--- config.mk ---
export PLATFORM = sky130hd
export DESIGN_NAME = m7458_core
export DESIGN_NICKNAME = d
export VERILOG_FILES = /design/src/rtl/m7458_pkg.sv /design/src/rtl/m7458_edge_cnt.sv /design/src/rtl/m7458_core.sv
export SDC_FILE = /design/constraint.sdc
export NUM_CORES = 1
export LEC_CHECK = 0
export BUFFER_PORTS_ARGS = -buffer_cell sky130_fd_sc_hd__buf_2
export CAP_MARGIN = 20
export CORE_MARGIN = 2
export CORE_UTILIZATION = 53
export CTS_CLUSTER_DIAMETER = 50
export CTS_CLUSTER_SIZE = 25
export DETAILED_ROUTE_END_ITERATION = 10
export PLACE_DENSITY = 0.85
export SLEW_MARGIN = 20
export SYNTH_ARGS = -nofsm -noshare
export SYNTH_HDL_FRONTEND = slang
export SYNTH_SLANG_ARGS = --single-unit
export TNS_END_PERCENT = 20
--- constraint.sdc ---
create_clock -name clk -period 4 [get_ports clk]
set_clock_uncertainty 0.15 [all_clocks]
set_input_delay 0.8 -clock clk [delete_from_list [all_inputs] [get_ports clk]]
set_output_delay 0.8 -clock clk [all_outputs]
set_load 0.03 [all_outputs]
--- src/rtl/m7458_pkg.sv ---
// Shared constants for the 7458 clocked wrapper: counter width default and the
// all-ones saturation value for a given counter width.
package m7458_pkg;

  localparam int unsigned CntWDefault = 8;

  // All-ones value of a w-bit counter (w in 1..32).
  function automatic logic [31:0] sat_max(input int unsigned w);
    return 32'hFFFF_FFFF >> (32 - w);
  endfunction

endpackage

--- src/rtl/m7458_edge_cnt.sv ---
// One section of the 7458 wrapper: registered gate output, 0->1 edge pulse and
// a saturating count of those pulses.
module m7458_edge_cnt
  import m7458_pkg::*;
#(
  parameter int unsigned CNT_W = CntWDefault
) (
  input  logic             clk,
  input  logic             rst,
  input  logic             y,
  input  logic             cnt_clr,
  output logic             y_q,
  output logic             rise,
  output logic [CNT_W-1:0] cnt
);

  localparam logic [CNT_W-1:0] CntMax = CNT_W'(sat_max(CNT_W));

  logic             yq_q;
  logic             rise_d, rise_q;
  logic [CNT_W-1:0] cnt_d, cnt_q;

  // Edge is judged against the value captured on the previous clock.
  always_comb begin
    rise_d = y & ~yq_q;
    cnt_d  = cnt_q;
    if (cnt_clr) begin
      cnt_d = '0;
    end else if (rise_d && (cnt_q != CntMax)) begin
      cnt_d = cnt_q + CNT_W'(1);
    end
  end

  always_ff @(posedge clk or posedge rst) begin
    if (rst) begin
      yq_q   <= 1'b0;
      rise_q <= 1'b0;
      cnt_q  <= '0;
    end else begin
      yq_q   <= y;
      rise_q <= rise_d;
      cnt_q  <= cnt_d;
    end
  end

  assign y_q  = yq_q;
  assign rise = rise_q;
  assign cnt  = cnt_q;

endmodule

--- src/rtl/m7458_core.sv ---
// 7458 dual AND-OR gate with registered outputs, rise pulses and saturating
// rise counters for synchronous consumers.
module m7458_core
  import m7458_pkg::*;
#(
  parameter int unsigned CNT_W = CntWDefault
) (
  input  logic             clk,
  input  logic             rst,
  input  logic             p1a,
  input  logic             p1b,
  input  logic             p1c,
  input  logic             p1d,
  input  logic             p1e,
  input  logic             p1f,
  input  logic             p2a,
  input  logic             p2b,
  input  logic             p2c,
  input  logic             p2d,
  input  logic             cnt_clr,
  output logic             p1y,
  output logic             p2y,
  output logic             p1y_q,
  output logic             p2y_q,
  output logic             p1_rise,
  output logic             p2_rise,
  output logic [CNT_W-1:0] p1_cnt,
  output logic [CNT_W-1:0] p2_cnt
);

  // Gate outputs are independent of clk and rst, so they stay live in reset.
  assign p1y = (p1a & p1b & p1c) | (p1d & p1e & p1f);
  assign p2y = (p2a & p2b) | (p2c & p2d);

  m7458_edge_cnt #(
    .CNT_W(CNT_W)
  ) u_sec1 (
    .clk    (clk),
    .rst    (rst),
    .y      (p1y),
    .cnt_clr(cnt_clr),
    .y_q    (p1y_q),
    .rise   (p1_rise),
    .cnt    (p1_cnt)
  );

  m7458_edge_cnt #(
    .CNT_W(CNT_W)
  ) u_sec2 (
    .clk    (clk),
    .rst    (rst),
    .y      (p2y),
    .cnt_clr(cnt_clr),
    .y_q    (p2y_q),
    .rise   (p2_rise),
    .cnt    (p2_cnt)
  );

endmodule

==> results of run 1 <==
logic make-up (layout without fill, tap and decap cells):
group                      after synthesis  after routing
AOI/OAI and AO/OA                       25             25
muxes                                    3              3
xor gates and xnor gates                 2              2
adders and majority gates                2              2
buffers and inverters                   10             44
and+or+nand+nor                         42             42
DFF                                     20             20
per-stage QoR:
step | cell area [um2] | hold WS (ns) | std cells | total power (uW) | util, %
after floorplan | 1070 | 0.549 | 104 | 253 | -
after global placement | 1250 | 0.404 | 161 | 269 | 64.5
after detailed placement | 1250 | 0.434 | 161 | 271 | 64.5
after CTS | 1310 | 0.451 | 165 | 439 | 67.2
after global routing | 1310 | 0.487 | 165 | 454 | 67.2
final | 1310 | 0.440 | 165 | 434 | 67.2
registers in the layout (all words and copies together), names as in the netlist:
name,flops
u_sec2.y_q,1
u_sec2.cnt,8
u_sec2.rise,1
u_sec1.y_q,1
u_sec1.rise,1
u_sec1.cnt,8
cells in the mapped netlist, types with 2 or more instances:
cell type	number
sky130_fd_sc_hd__a21oi_1	10
sky130_fd_sc_hd__buf_4	2
sky130_fd_sc_hd__clkbuf_1	2
sky130_fd_sc_hd__dfrtp_1	20
sky130_fd_sc_hd__ha_1	2
sky130_fd_sc_hd__inv_1	6
sky130_fd_sc_hd__nand2_1	3
sky130_fd_sc_hd__nand3_1	12
sky130_fd_sc_hd__nand3b_1	2
sky130_fd_sc_hd__nor2_1	8
sky130_fd_sc_hd__nor2b_1	2
sky130_fd_sc_hd__o31ai_1	3
sky130_fd_sc_hd__o41ai_1	3
sky130_fd_sc_hd__or4_1	7
sky130_fd_sc_hd__xnor2_1	2
worst max-delay path, stage by stage:
cell and delay, ns:
sky130_fd_sc_hd__buf_2 0.10, sky130_fd_sc_hd__a22oi_2 0.38, sky130_fd_sc_hd__inv_1 0.10, sky130_fd_sc_hd__buf_2 0.19
how the worst max path moves through the flow:
stage / slack (ns) / end / cells past startpoint / start
6_report: 1.48 / p2y / 4 / p2a
5_1_grt: 1.38 / p2y / 4 / p2a
4_1_cts: 1.49 / p2y / 4 / p2a
3_5_place_dp: 1.49 / p2y / 4 / p2a
3_3_place_gp: 1.51 / p2y / 4 / p2a
2_1_floorplan: 1.67 / p2y / 2 / p2a
cell type report:
class | count | area, um2
clock buffer | 3 | 22.5
clock inverter | 1 | 30.0
fill | 170 | 637
inverter | 6 | 22.5
multi-input combinational | 74 | 526
sequential | 20 | 500
tap | 27 | 33.8
timing repair buffer | 34 | 170
power breakdown:
| part | switching [uW] | internal, uW |
|---|---|---|
| Clock | 66.6 | 101 |
| Sequential | 7.19 | 208 |
| Combinational | 35.8 | 15.9 |
per-layer routing:
| metal | GRT usage, % | part of all wire, % | vias to the layer above |
|---|---|---|---|
| met3 | 3.37 | 3.8 | 4 |
| met5 | 0 | 0 | - |
| met1 | 26.6 | 45 | 455 |
| li1 | - | - | 459 |
| met2 | 35.8 | 49 | 24 |
| met4 | 11.9 | 2.0 | 0 |
==> parameters.txt, run 1 <==
Parameter                              Value

Power and ir drop
  Pwr dens ... roughly 330 nW/um2
  Standby leakage power ... 0.000616 uW
  Worst supply voltage drop on vdd ... slightly below 0.3 mV

Timing
  Timing-limited maximum frequency ... 396 MHz
  Worst Max-Slew Pin Slew ... 0.724 ns
  Count of final hold-check violations ... 0
  Final worst setup slack ... approximately 1.5 ns
  Max_slew headroom ... about half
  Slew Limit Fails ... 0
  Number of endpoints failing setup at the final stage ... 0
  RSZ-0062 raised after global routing ... no
  Setup TNS after final layout ... 0 ns
  Crit share post-route ... a little over three fifths
  Final Critical Period ... around 2.5 ns

Detailed routing
  Wirelength per Cell ... between 10 and 15 um
  Router iterations before antenna repair ... 4
  Final routed wirelength across all metal layers ... 2220 um
  Number of DRC markers in iteration 0 ... 22
  Final ANT Viol Nets ... 0
  Drt drc ... 0
  Drt via density ... 5.71
  Overall via count from detail_route ... 942

Clocking
  Sink count of the clock tree ... 20
  H-tree levels ... 1
  Hold Buf Count CTS ... 0
  Clock slew at reported path FFs ... roughly 0.12 ns
  Worst skew pair latency ... 0.31 ns
  Clk root buf ... sky130_fd_sc_hd__clkbuf_4
  Maximum clock path buffer count ... 2
  Number of clock buffers inserted by TritonCTS ... 3
  Post-CTS Repair Setup Buffers ... 0
  Post-cts sizing count ... 0
  Clock tree from TritonCTS ... built

Synthesis
  Cell types with the largest area share after synthesis ... sky130_fd_sc_hd__dfrtp_1 (47%), sky130_fd_sc_hd__nand3_1 (5.6%), sky130_fd_sc_hd__or4_1 (4.9%)
  Compound-gate portion of the synthesized area ... between 15 and 20%
  Share of async-settable or async-resettable flops after synthesis ... 100%
  Number of synthesized flops with an enable pin ... 0
  Netlist area before placement ... between 1000 and 1500 um2
  Post-synthesis mux area share ... 3.39%
  Post-synthesis xor/xnor area fraction ... about 1.6%
  Synth unique cells ... 35
  Dominant combinational cell family by area after synthesis ... simple AND/OR/NAND/NOR gates
  Number of instances in the synthesized netlist ... roughly 100
  Register bit total from synthesis ... 20
  Dominant cell type by area after synthesis ... sky130_fd_sc_hd__dfrtp_1
  Count of synthesis-stage warnings from yosys ... 0
  Share of synthesized area occupied by flip-flops and latches ... a little under half
  Fraction of the mapped netlist area in simple logic gates ... a little under a quarter
  Fraction of synthesized cell area taken by the top area cell type ... between 40% and 50%
  Top FF cell, synth ... sky130_fd_sc_hd__dfrtp_1
  Adder and majority cell fraction of the synthesized area ... approximately 2.3%
  Synth Area per Inst ... approximately 10 um2
  Net count after synthesis ... approximately 120

Finish
  Most frequent standard cell in the layout excluding fill and tap cells ... sky130_fd_sc_hd__buf_2
  Most frequent cells in the layout ... sky130_fd_sc_hd__buf_2 (34), sky130_fd_sc_hd__dfrtp_1 (20), sky130_fd_sc_hd__nand3_1 (12)
  Fraction of layout cells with a size suffix above 1 ... between 30% and 40%
  Antenna fix cells ... 0
  Area growth from synthesis to final layout ... 21.8%
  Nets ... 154

Setup path
  Sort of element at the start of the critical path ... input port
  CP endpoint kind ... output pin
  Arrival time worst endpoint ... about 1.6 ns
  FF-to-FF path depth ... 5
  Largest fanout of any net on the critical path ... 7
  Required @ worst endpoint ... between 3 and 4 ns
  Worst Setup Path Type ... input port to output pin
  Flop-to-flop setup slack ... roughly 1.9 ns
  Worst reg2reg startpoint ... u_sec2.cnt[0]
  End of the worst register-to-register path ... u_sec2.cnt[6]

Placement
  Detailed-placement wirelength estimate ... ~1600 um
  Number of buffer cells added on primary ports ... 34
  Placement-stage worst setup slack ... between 1 and 1.5 ns
  Final estimated routing congestion in global placement ... about 0.86

GRT
  Largest net degree at the start of global routing ... 21
  Congestion Overflow GR ... 0
  Number of global-route vias before repair ... between 900 and 1,000
  Total Routing Usage GR ... approximately 21%
  Antenna violations before repair ... 0
  Global-route wire length before repair ... 3950 um

Floorplanning
  Die Height ... 49.0 um
  Row count ... 16
  Boundary pin count ... 35
  Die Area ... ~2400 um2
  Die span in x ... ~49 um
  Std-Cell Core Area ... 1940 um2
  Initial cell density of the core ... 55.2%

Outcome
  Result of the run ... complete, no violations

Flow run
  Number of violations of the max-capacitance limit ... 0

Hold path
  Hold Crit Class ... input port to asynchronous set/reset pin
No activity file was read; power rests on OpenSTA's default activity.
==> run 2, diff against run 1 <==
ABC_AREA = 1   (was default)
CORE_UTILIZATION = 45   (was 53)
PLACE_DENSITY = 0.76   (was 0.85)
clock period = 2.2 ns   (was 4 ns; I/O delays follow)
==> run 2 against run 1 <==
Net effect:
- worst hold slack got worse by 0.21 ns
- register-to-register slack got worse by 1.3 ns
- highest routed layer unchanged
- largest power group unchanged
- critical path depth shrank 3
- core utilization decreased by 9.6 points
==> parameters.txt, run 2 <==
Parameter                              Value

Outcome
  Result of the run ... complete, no violations

Timing
  Worst Max-Slew Pin Slew ... 0.363 ns
  Slew Limit Fails ... 0
  Crit share post-route ... between 70 and 80%
  Timing-limited maximum frequency ... roughly 620 MHz
  Final Critical Period ... between 1.5 and 2 ns
  Number of endpoints failing setup at the final stage ... 0
  Setup TNS after final layout ... 0 ns
  Hold slack final ... 0.234 ns
  Max_slew headroom ... around 76%
  RSZ-0062 raised after global routing ... no
  Count of final hold-check violations ... 0

Setup path
  Slowest Stage Delay on Critical Path ... between 0.4 and 0.5 ns
  Worst reg2reg startpoint ... u_sec1.cnt[0]
  Capturing element of the worst setup path ... p1_cnt[5]
  FF-to-FF path depth ... 8
  List of cells traversed by the critical path ... buf_2
  End of the worst register-to-register path ... u_sec1.cnt[5]
  Source of the critical timing path ... u_sec1.cnt[5]
  Arrival time worst endpoint ... 1.02 ns
  Required @ worst endpoint ... around 1.6 ns
  Worst path top cell family by delay ... flip-flops
  Flop-to-flop setup slack ... 0.63 ns
  Largest fanout of any net on the critical path ... 7
  Sum of buffers and inverters on the critical path ... 1
  CP endpoint kind ... output pin
  CP max stage cell ... sky130_fd_sc_hd__dfrtp_1
  Worst Setup Path Type ... flip-flop to output pin
  Sort of element at the start of the critical path ... flip-flop
  Depth of the critical timing path with buffers and inverters included ... 1

Synthesis
  Register bit total from synthesis ... 20
  Share of synthesized area occupied by flip-flops and latches ... between 40% and 50%
  List of most frequent post-synthesis cells ... sky130_fd_sc_hd__nand2_1 (40), sky130_fd_sc_hd__nand3_1 (28), sky130_fd_sc_hd__dfrtp_1 (20)
  Cell types with the largest area share after synthesis ... sky130_fd_sc_hd__dfrtp_1 (43%), sky130_fd_sc_hd__nand2_1 (13%), sky130_fd_sc_hd__nand3_1 (12%)
  Fraction of synthesized cell area taken by the top area cell type ... between 40% and 50%
  Share of async-settable or async-resettable flops after synthesis ... 100%
  Dominant cell type by area after synthesis ... sky130_fd_sc_hd__dfrtp_1
  Count of synthesis-stage warnings from yosys ... 0
  Number of synthesized flops with an enable pin ... 0
  Net count after synthesis ... between 150 and 200
  Synth unique cells ... 21
  Number of instances in the synthesized netlist ... ~150
  Most numerous cell in the Yosys netlist ... sky130_fd_sc_hd__nand2_1
  Netlist area before placement ... roughly 1200 um2
  Top FF cell, synth ... sky130_fd_sc_hd__dfrtp_1
  Synth Area per Inst ... ~7.7 um2

GRT
  Number of global-route vias before repair ... approximately 960
  Congestion Overflow GR ... 0
  Antenna violations before repair ... 0
  Total Routing Usage GR ... between 10% and 20%
  Largest net degree at the start of global routing ... 21
  Global-route wire length before repair ... about 3900 um

Detailed routing
  Number of DRC markers in iteration 0 ... 15
  Drt drc ... 0
  Final routed wirelength across all metal layers ... 2530 um
  Overall via count from detail_route ... 1,125
  Final ANT Viol Nets ... 0
  Drt via density ... 5.11
  Router iterations before antenna repair ... 5
  Wirelength per Cell ... approximately 12 um

Power and ir drop
  Worst supply voltage drop on vdd ... 0.338 mV
  Sum of internal, switching and leakage power ... approximately 740 uW
  Pwr dens ... around 520 nW/um2
  Standby leakage power ... between 0.0007 and 0.0008 uW

Finish
  Finished layout cell area ... 1410 um2
  Most frequent standard cell in the layout excluding fill and tap cells ... sky130_fd_sc_hd__nand2_1
  Area growth from synthesis to final layout ... 22.2%
  Most frequent cells in the layout ... sky130_fd_sc_hd__nand2_1 (40), sky130_fd_sc_hd__buf_2 (34), sky130_fd_sc_hd__nand3_1 (28)
  Nets ... 206
  Antenna fix cells ... 0
  Total of fill cells in the finished design ... 236
  Fraction of layout cells with a size suffix above 1 ... 26.8%
  Post-Layout Cell Count ... between 200 and 250

Clocking
  H-tree levels ... 1
  Clock slew at reported path FFs ... between 0.1 and 0.15 ns
  Post-cts sizing count ... 0
  Clock tree from TritonCTS ... built
  Number of clock buffers inserted by TritonCTS ... 3
  Maximum clock path buffer count ... 2
  Sink count of the clock tree ... 20
  Clk root buf ... sky130_fd_sc_hd__clkbuf_4
  Worst skew pair latency ... 0.29 ns

Floorplanning
  Die Height ... between 50 and 60 um
  Std-Cell Core Area ... between 2000 and 2500 um2
  Row count ... 18
  Boundary pin count ... 35
  Initial cell density of the core ... between 40% and 50%
  Die span in x ... 54.7 um
  Die Area ... 2990 um2

Placement
  Detailed-placement wirelength estimate ... 1970 um
  Number of buffer cells added on primary ports ... 34
  Final estimated routing congestion in global placement ... between 0.7 and 0.8
  Placement Cell Area ... 1370 um2
  # placed instances ... roughly 220

Hold path
  Start point of the worst hold path ... cnt_clr
  Hold Crit Class ... input port to flip-flop
  Number of cells on the worst hold path ... 2

Flow run
  Number of violations of the max-capacitance limit ... 0
run 2: cell count changes in the layout (fill, tap and decap cells not counted), sizes merged, moves of 6 or more:
cell / previous run / this run
or4: 7 / 0
inv: 6 / 18
nor2: 8 / 15
nand2: 3 / 45
a21oi: 10 / 4
nand3: 13 / 29
run 2: how the worst min path moves through the flow:
stage / to / slack [ns]
floorplan: u_sec1.cnt[0] / 0.25
global placement: u_sec2.cnt[7] / 0.33
detailed placement: u_sec1.cnt[5] / 0.33
CTS: u_sec2.cnt[1] / 0.21
global route: u_sec2.cnt[1] / 0.22
finish: u_sec2.cnt[1] / 0.23
run 2: through the flow:
stage	setup WS, ns	util, %
2_1_floorplan	0.597	-
3_3_place_gp	0.630	55.7
3_5_place_dp	0.600	55.7
4_1_cts	0.568	57.6
5_1_grt	0.489	57.6
6_report	0.592	57.6
run 2: logic make-up (layout without fill, tap and decap cells):
group | count (synthesis) | count (layout) | share of synthesized area [%]
buffers and inverters | 20 | 59 | 6.92
XOR/XNOR | 5 | 5 | 3.78
AND/OR/NAND/NOR | 92 | 92 | 37.3
flip-flops | 20 | 20 | 43.2
AO/OA/AOI/OAI | 12 | 12 | 6.59
adder cells (fa/ha/maj) | 2 | 2 | 2.16
run 2: area by class of cell:
class	instances	area [um2]	area share (%)
clock buffers	4	36.3	2.57
inverters	18	67.6	4.78
multi-input cells	111	577	40.8
flip-flops and latches	20	500	35.4
well taps	30	37.5	2.65
repair buffers	37	195	13.8
run 2: layer usage:
layer	up-vias	GRT usage [%]	part of all wire, %
li1	562	-	-
met1	521	21.7	44
met5	-	0	0
met4	0	7.50	0.43
met3	2	2.46	6.0
met2	40	32.3	49
run 2: power by group:
group	internal (uW)	leakage [uW]	total (uW)	switching, uW
Sequential	382	0.000271	397	15.4
Combinational	41.8	0.000488	136	93.7
Clock	101	0.0000210	208	107
run 2: timing repair:
action                                 CTS  global route
hold buffers                             1             0
endpoints found under the hold margin   20             0
buffers inserted                         0             0
